File: src/rtl/des_key_scheduler.sv
// DES key schedule: accepts a 64-bit key, applies PC-1, then streams the 16
// PC-2 round subkeys over a valid/ready handshake in encrypt or decrypt order.
module des_key_scheduler #(
    parameter bit PARITY_CHECK = 1'b1,
    parameter int ROUND_W      = 4
) (
    input  logic               clk,
    input  logic               rst_n,
    input  logic               key_valid,
    output logic               key_ready,
    input  logic [63:0]        key,
    input  logic               mode,
    input  logic               restart,
    output logic               key_err,
    output logic               key_loaded,
    output logic               sk_valid,
    input  logic               sk_ready,
    output logic [47:0]        sk,
    output logic [ROUND_W-1:0] sk_round,
    output logic               sk_last
);

    localparam int PC1_TAB [56] = '{
        57, 49, 41, 33, 25, 17,  9,  1, 58, 50, 42, 34, 26, 18,
        10,  2, 59, 51, 43, 35, 27, 19, 11,  3, 60, 52, 44, 36,
        63, 55, 47, 39, 31, 23, 15,  7, 62, 54, 46, 38, 30, 22,
        14,  6, 61, 53, 45, 37, 29, 21, 13,  5, 28, 20, 12,  4
    };

    localparam int PC2_TAB [48] = '{
        14, 17, 11, 24,  1,  5,  3, 28, 15,  6, 21, 10,
        23, 19, 12,  4, 26,  8, 16,  7, 27, 20, 13,  2,
        41, 52, 31, 37, 47, 55, 30, 40, 51, 45, 33, 48,
        44, 49, 39, 56, 34, 53, 46, 42, 50, 36, 29, 32
    };

    typedef enum logic {S_IDLE, S_RUN} state_t;

    state_t      state;
    logic        mode_q;
    logic [55:0] key_pc1;
    logic [55:0] pc1_q;
    logic [55:0] cd_q;
    logic [55:0] start_src;
    logic [55:0] start_cd;
    logic [55:0] adv_cd;
    logic [47:0] sk_start;
    logic [47:0] sk_adv;
    logic [7:0]  byte_par;
    logic        parity_ok;
    logic        adv_single;

    function automatic logic [27:0] rot_l(input logic [27:0] x, input logic single);
        return single ? {x[26:0], x[27]} : {x[25:0], x[27:26]};
    endfunction

    function automatic logic [27:0] rot_r(input logic [27:0] x, input logic single);
        return single ? {x[0], x[27:1]} : {x[1:0], x[27:2]};
    endfunction

    // Fixed wiring permutations; key[0] carries FIPS bit 64, which PC-1 never uses.
    for (genvar p = 0; p < 56; p++) begin : g_pc1
        assign key_pc1[55-p] = key[PC1_TAB[p]];
    end

    for (genvar q = 0; q < 48; q++) begin : g_pc2
        assign sk_start[47-q] = start_cd[56-PC2_TAB[q]];
        assign sk_adv[47-q]   = adv_cd[56-PC2_TAB[q]];
    end

    for (genvar j = 0; j < 8; j++) begin : g_par
        assign byte_par[j] = ^{key[8*j+7 : 8*j+1], key[(8*j+8) % 64]};
    end

    assign parity_ok = &byte_par;

    always_comb begin
        start_src = key_valid ? key_pc1 : pc1_q;
        start_cd  = mode ? start_src
                         : {rot_l(start_src[55:28], 1'b1), rot_l(start_src[27:0], 1'b1)};
        // Single-bit steps fall on rounds 1, 2, 9 and 16 of the schedule.
        if (mode_q)
            adv_single = (sk_round == ROUND_W'(0)) || (sk_round == ROUND_W'(1)) ||
                         (sk_round == ROUND_W'(8)) || (sk_round == ROUND_W'(15));
        else
            adv_single = (sk_round == ROUND_W'(0)) || (sk_round == ROUND_W'(7)) ||
                         (sk_round == ROUND_W'(14));
        adv_cd = mode_q ? {rot_r(cd_q[55:28], adv_single), rot_r(cd_q[27:0], adv_single)}
                        : {rot_l(cd_q[55:28], adv_single), rot_l(cd_q[27:0], adv_single)};
    end

    always_ff @(posedge clk or negedge rst_n) begin
        if (!rst_n) begin
            state      <= S_IDLE;
            key_ready  <= 1'b1;
            key_err    <= 1'b0;
            key_loaded <= 1'b0;
            sk_valid   <= 1'b0;
            sk         <= '0;
            sk_round   <= '0;
            sk_last    <= 1'b0;
            mode_q     <= 1'b0;
            pc1_q      <= '0;
            cd_q       <= '0;
        end else begin
            key_err <= 1'b0;
            case (state)
                S_IDLE: begin
                    if (key_valid && PARITY_CHECK && !parity_ok) begin
                        key_err    <= 1'b1;
                        key_loaded <= 1'b0;
                    end else if (key_valid || (restart && key_loaded)) begin
                        if (key_valid) begin
                            pc1_q      <= key_pc1;
                            key_loaded <= 1'b1;
                        end
                        state     <= S_RUN;
                        key_ready <= 1'b0;
                        sk_valid  <= 1'b1;
                        mode_q    <= mode;
                        cd_q      <= start_cd;
                        sk        <= sk_start;
                        sk_round  <= mode ? ROUND_W'(15) : ROUND_W'(0);
                        sk_last   <= 1'b0;
                    end
                end
                S_RUN: begin
                    if (sk_ready) begin
                        if (sk_last) begin
                            state     <= S_IDLE;
                            key_ready <= 1'b1;
                            sk_valid  <= 1'b0;
                            sk_last   <= 1'b0;
                        end else begin
                            cd_q     <= adv_cd;
                            sk       <= sk_adv;
                            sk_round <= mode_q ? sk_round - ROUND_W'(1) : sk_round + ROUND_W'(1);
                            sk_last  <= mode_q ? (sk_round == ROUND_W'(1)) : (sk_round == ROUND_W'(14));
                        end
                    end
                end
                default: begin
                    state     <= S_IDLE;
                    key_ready <= 1'b1;
                    sk_valid  <= 1'b0;
                end
            endcase
        end
    end

endmodule

File: config.mk
export PLATFORM = sky130hd
export DESIGN_NAME = des_key_scheduler
export DESIGN_NICKNAME = d
export VERILOG_FILES = /design/src/rtl/des_key_scheduler.sv
export SDC_FILE = /design/constraint.sdc
export NUM_CORES = 1
export LEC_CHECK = 0
export BUFFER_PORTS_ARGS = -buffer_cell sky130_fd_sc_hd__buf_2
export CAP_MARGIN = 20
export CORE_MARGIN = 1
export CORE_UTILIZATION = 45
export CTS_BUF_LIST = sky130_fd_sc_hd__clkbuf_2 sky130_fd_sc_hd__clkbuf_4 sky130_fd_sc_hd__clkbuf_8
export CTS_CLUSTER_SIZE = 16
export DETAILED_ROUTE_END_ITERATION = 7
export PLACE_DENSITY = 0.67
export SLEW_MARGIN = 15
export SYNTH_ARGS = -nofsm -noshare
export SYNTH_HDL_FRONTEND = slang
export SYNTH_SLANG_ARGS = --single-unit
File: constraint.sdc
create_clock -name clk -period 6.09 [get_ports clk]
set_input_delay 0.609 -clock clk [delete_from_list [all_inputs] [get_ports clk]]
set_output_delay 0.609 -clock clk [all_outputs]
set_load 0.02 [all_outputs]
==> flow_metrics.tcl, run 1 <==
set metrics [dict create \
    status "complete, no violations" \
    synth.area.mux_share 0.306 \
    cts_buffer_depth 2 \
    cts-root-buf "clkbuf_8" \
    initialDrtViolationCount 812 \
    io_buffers 126 \
    worstPathRequired_ps 6430 \
    grt_pass1_vias 7115 \
    drive_gt1_frac 0.362 \
    wire_per_inst_um 21.0 \
    vdd_ir_drop_max_uv 287 \
    io_pins 127 \
    period_needed_ps 3280 \
    max_cap_viol_count 0 \
    synth_edf_count 0 \
    synth_top_family_by_area "multiplexers" \
    clock.fmax_mhz 304 \
    ys_warn_count 0 \
    hold_viol_final 0 \
    start_kind "input port" \
    die_h_um 147 \
    min_period_over_period 0.539 \
    synthFlopType "dfrtp_1" \
    start_util 0.463 \
    async_reset_ff_frac 1.00 \
    final_area_sq_um 10200 \
    firstDrtPassIters 6 \
    ys_seq_area_frac 0.326 \
    htree_levels 4 \
    arrival_ps 3620 \
    via_per_inst 6.07 \
    cts.clk_slew.worst_paths_ps 70 \
    yosys.area_share.simple 0.127 \
    hp-class "in -> async" \
    grt_overflow_total 0 \
    cts_setup_buffers 0 \
    yosys.area_share.xor_xnor 0.0529 \
    avgSynthCellArea_sq_um 10.2 \
    synth.distinct_cells 49 \
    cp_max_fo 35 \
    syn_nets 1002 \
    ctsHoldBuffers 0 \
    die-area_sq_um 21500 \
    finalSetupViolations 0 \
    grtUsageTotal 0.251 \
    synthCells 928 \
    ctsResizeCount 0 \
    p_leak_nw 4.55 \
    diodes 0 \
    clock-sinks 123 \
    endpoint_kind "flop" \
    grt_max_degree 116 \
    finalNetCount 1038 \
    routed_wl_um 26100 \
    placementRows 52 \
    dp.cells 1213 \
    die_w_um 147 \
    dp_hpwl_um 18000 \
    cts-buffers-inserted 17 \
    routabilityCongestion 0.862 \
    core_area_sq_um 20400 \
    power_density_nw_per_um2 508 \
    cts_tree "yes" \
    ant_nets 0 \
    path_class "in -> reg" \
    fillCellCount 1854 \
    final_core_util 0.503 \
    antenna_found_initial 0 \
    maxSlewViolCount 0 \
    grt_pass1_wl_um 41700 \
    postPlaceCellArea_sq_um 9770 \
    rsz0062_at_grt "no" \
    clock_latency_ps 460 \
    ys_ff_latch 123 \
    fin_tns_setup_ps 0 \
    timing.hold.ws_ps 35.7 \
    synth_compound_area_frac 0.102 \
    synth_adder_area_share 0.00531 \
    syn_area_sq_um 9430 \
    maxSlewHeadroom 0.296 \
    skew_ps 8.34 \
    worst_pin_slew_ps 1060 \
    syn_to_final_growth_pct 8.53 \
    drc 0 \
    final-instance-count-excl-fill 1246 \
    vias 7560 \
]
## final cells by class
class,count,area [sq um],share of cell area
clock inverter,8,115,0.0112
tap,270,338,0.0330
inverter,8,32.5,0.00318
clock buffer,23,304,0.0297
timing repair buffer,138,761,0.0743
sequential,123,3080,0.301
multi-input combinational,676,5610,0.548
## per-stage QoR
stage	power (mW)	setup WS, ps
2_1_floorplan	3.84	3500
3_3_place_gp	4.33	2460
3_5_place_dp	4.38	2340
4_1_cts	5.17	2810
5_1_grt	5.56	2620
6_report	5.20	2810
## state kept, by name, summed over array words and instances (netlist names)
| name | flops |
|---|---|
| sk_round | 4 |
| sk | 47 |
| pc1_q | 56 |
| state | 1 |
| key_ready | 1 |
| key_loaded | 1 |
| sk_last | 1 |
| mode_q | 1 |
| cd_q | 9 |
| sk_valid | 1 |
| key_err | 1 |
## logic make-up after synthesis
group | Yosys count
buffers and inverters | 129
DFF | 123
xor gates and xnor gates | 57
AOI/OAI and AO/OA | 144
muxes | 213
adders and majority gates | 4
and+or+nand+nor | 258
## where the power goes
part	leakage, nW	internal (mW)	switching [mW]	total, mW
Clock	0.222	0.452	0.334	0.786
Combinational	2.71	1.29	1.65	2.94
Sequential	1.62	1.08	0.388	1.47
## placed cells by master, fill, tap and decap left out, types with 2 or more instances in the layout
cell type | synthesis | routed
nand2_1 | 187 | 187
buf_2 | 13 | 123
dfrtp_1 | 122 | 121
mux2_2 | 111 | 111
a31oi_1 | 58 | 58
xnor2_1 | 54 | 54
mux4_2 | 40 | 40
mux2i_1 | 34 | 34
o21ai_0 | 34 | 33
a221oi_1 | 28 | 28
and4_1 | 27 | 27
nand3_1 | 24 | 24
clkbuf_8 | 0 | 21
mux2_4 | 20 | 20
buf_4 | 54 | 13
mux2_1 | 8 | 8
a21oi_1 | 7 | 7
inv_1 | 6 | 5
clkinv_2 | 0 | 5
nor2_1 | 6 | 4
nor2b_1 | 4 | 4
ha_1 | 4 | 4
xor2_1 | 3 | 3
a21o_1 | 3 | 3
bufinv_16 | 0 | 3
nor4_2 | 2 | 2
and3_1 | 2 | 2
o31a_1 | 2 | 2
o311ai_0 | 2 | 2
clkbuf_4 | 0 | 2
## final timing paths
path	to	from	slack (ps)	cells past startpoint
setup / recovery	pc1_q[21]	key[31]	2810	9
hold / removal	sk_valid	rst_n	40	1
setup reg to reg	sk[26]	sk_round[0]	2890	11
hold reg to reg	sk_valid	sk_valid	520	2
max in group asynchronous	pc1_q[54]	rst_n	5090	2
min in group clk	pc1_q[46]	key[50]	440	2
## cell usage after synthesis, drive strengths merged, types with 4 or more instances
cell / instances / area (sq um)
clkbuf: 40 / 150
a221oi: 28 / 245
a21oi: 7 / 35.0
mux4: 40 / 901
dfrtp: 122 / 3050
xnor2: 54 / 473
buf: 81 / 578
mux2: 139 / 1640
nand2: 187 / 702
ha: 4 / 50.1
o21ai: 34 / 170
and4: 27 / 236
a31oi: 58 / 363
nand3: 25 / 130
mux2i: 34 / 340
nor2: 7 / 42.5
nor2b: 4 / 25.0
inv: 7 / 28.8
## metal layers
metal	global-route usage	vias up	wire length, um
li1	-	3442	-
met5	0	-	0
met4	0.0615	0	293
met2	0.352	308	11500
met3	0.0727	24	2310
met1	0.376	3786	12000
## worst max-delay path, cell delays in order
cell,delay [ps]
buf_2,130
xnor2_1,250
xnor2_1,130
xnor2_1,150
nor4_2,370
nand2_1,260
nor2_4,850
buf_4,460
mux2_2,380
No activity file was read; power rests on OpenSTA's default activity.
==> inputs of run 2 (changes only) <==
==> constraint.sdc (replaced) <==
create_clock -name clk -period 3.1 [get_ports clk]
set_input_delay 0.31 -clock clk [delete_from_list [all_inputs] [get_ports clk]]
set_output_delay 0.31 -clock clk [all_outputs]
set_load 0.02 [all_outputs]
==> run 2 against run 1 <==
Via count up 0.78%; clock skew up 5.5 ps; die area is the same; power increased by 100%; global-route usage down 0.26 points; register-to-register slack got worse by 2500 ps; utilization up 1.0 points; combinational power is 110% higher; sequential power increased by 97%; worst hold slack improved by 100 ps; largest power group unchanged.
==> flow_metrics.tcl, run 2 (synthesis results as in run 1) <==
set metrics [dict create \
    ant_nets 0 \
    grtUsageTotal 0.248 \
    p_leak_nw 4.66 \
    drc 0 \
    worstPathRequired_ps 3450 \
    reg2reg_to "sk[15]" \
    cts.clk_slew.worst_paths_ps 80 \
    wire_per_inst_um 20.7 \
    seq_area_sq_um 3080 \
    p_clk_frac 0.144 \
    reg_top3 "pc1_q x56, sk x47, cd_q x9" \
    rsz0062_at_grt "no" \
    seqPwrFrac 0.277 \
    cts-buffers-inserted 17 \
    max_cap_viol_count 0 \
    cp_top_family "compound AO/OA/AOI/OAI gates" \
    firstDrtPassIters 5 \
    power.total_mw 10.5 \
    mostFrequentLayoutCell "nand2_1" \
    finalNetCount 1055 \
    p_int_mw 5.73 \
    min_period_over_period 0.880 \
    final_cell_mix "187 x nand2_1, 123 x buf_2, 121 x dfrtp_1, 111 x mux2_2, 58 x a31oi_1" \
    skew_ps 13.8 \
    via_per_inst 6.03 \
    hold_end "pc1_q[38]" \
    arrival_ps 3070 \
    timing.rr.start "sk_round[0]" \
    multi_input_area_sq_um 5610 \
    crit_buf_inv 2 \
    switching_share 0.452 \
    status "complete, no violations" \
    io_buffers 126 \
    grt_pass1_wl_um 41100 \
    cts-root-buf "clkbuf_8" \
    power_density_nw_per_um2 1000 \
    die_w_um 147 \
    dp_hpwl_um 18800 \
    max_stage_delay_ps 470 \
    antenna_found_initial 0 \
    routabilityCongestion 0.816 \
    worst_pin_slew_ps 525 \
    placementRows 52 \
    p_sw_mw 4.73 \
    maxSlewHeadroom 0.650 \
    grt_pass1_vias 7053 \
    die-area_sq_um 21500 \
    maxSlewViolCount 0 \
    critical-path-slowest-cell "dfrtp_1" \
    grt_max_degree 117 \
    p_comb_frac 0.578 \
    largest_reg_flops 56 \
    finalSetupViolations 0 \
    io_pins 127 \
    vdd_ir_drop_max_uv 858 \
    rrSetupSlack_ps 370 \
    regMostFlops "pc1_q" \
    core_area_sq_um 20400 \
    grt_overflow_total 0 \
    fin_tns_setup_ps 0 \
    hold_viol_final 0 \
    start_util 0.463 \
    period_needed_ps 2730 \
    syn_to_final_growth_pct 10.8 \
    path_class "reg -> reg" \
    clock_latency_ps 460 \
    vias 7619 \
    cts_buffer_depth 2 \
    timing.hold.ws_ps 138 \
    initialDrtViolationCount 925 \
    htree_levels 4 \
    start_kind "flop" \
    clock-sinks 123 \
    crit_chain "inv_1 -> ha_1 -> nor2b_1 -> a21oi_1 -> o221a_2 -> buf_12 -> a221oi_1 -> a31oi_1 -> mux2_2 -> mux2_1" \
    endpoint_kind "flop" \
    ctsResizeCount 0 \
    min_from "key[51]" \
    clock.fmax_mhz 367 \
    hold-path-cell-count 2 \
    diodes 0 \
    die_h_um 147 \
    reg2reg_depth 10 \
    cts_tree "yes" \
    drive_gt1_frac 0.372 \
    cp_max_fo 16 \
    routed_wl_um 26100 \
    hp-class "in -> reg" \
    fillCellCount 1841 \
]
-- run 2: cell count changes in the layout (fill, tap and decap cells not counted), sizes merged --
cell / delta
clkbuf: +2
dlygate4sd3: +1
clkinvlp: +1
buf: +16
bufinv: -1
clkinv: -1
-- run 2: area by class of cell --
type | count | area share
clock buffers | 25 | 0.0317
clock inverters | 7 | 0.00838
flip-flops and latches | 123 | 0.295
repair buffers | 155 | 0.0929
multi-input cells | 676 | 0.537
well taps | 270 | 0.0323
inverters | 8 | 0.00311
-- run 2: routing by layer --
metal,vias to the layer above,track usage,routed length (um)
li1,3469,-,-
met1,3802,0.380,12200
met2,318,0.356,11500
met3,30,0.0460,1990
met4,0,0.0677,419
met5,-,0,0
-- run 2: timing repair --
action                    in CTS  in global routing
buffers inserted               0                  0
hold endpoints to repair      18                  0
hold buffers                   1                  0
-- run 2: power by group through the flow --
stage	Clock (mW)	Sequential, mW	Combinational [mW]
after floorplan	0	2.66	4.89
after global placement	0	2.90	5.90
after detailed placement	0	2.91	6.00
after CTS	1.54	2.88	6.02
after global routing	1.61	2.98	6.55
final	1.51	2.90	6.05
-- run 2: per-stage QoR --
step	setup WS (ps)	util	instances	cell area (sq um)
6_report	372	0.513	1264	10400
5_1_grt	109	0.513	1264	10400
3_5_place_dp	254	0.492	1231	10000
2_1_floorplan	521	-	928	9430
3_3_place_gp	307	0.492	1231	10000
4_1_cts	375	0.513	1264	10400
-- run 2: worst max path at each step --
stage                 from      to  slack [ps]  cells after the start
3_5_place_dp       key[26]  sk[23]         250                     11
6_report       sk_round[0]  sk[15]         370                     10
2_1_floorplan  sk_round[0]  sk[38]         520                     11
3_3_place_gp       key[26]  sk[23]         310                     11
5_1_grt        sk_round[0]  sk[19]         110                     10
4_1_cts        sk_round[0]  sk[15]         380                     10
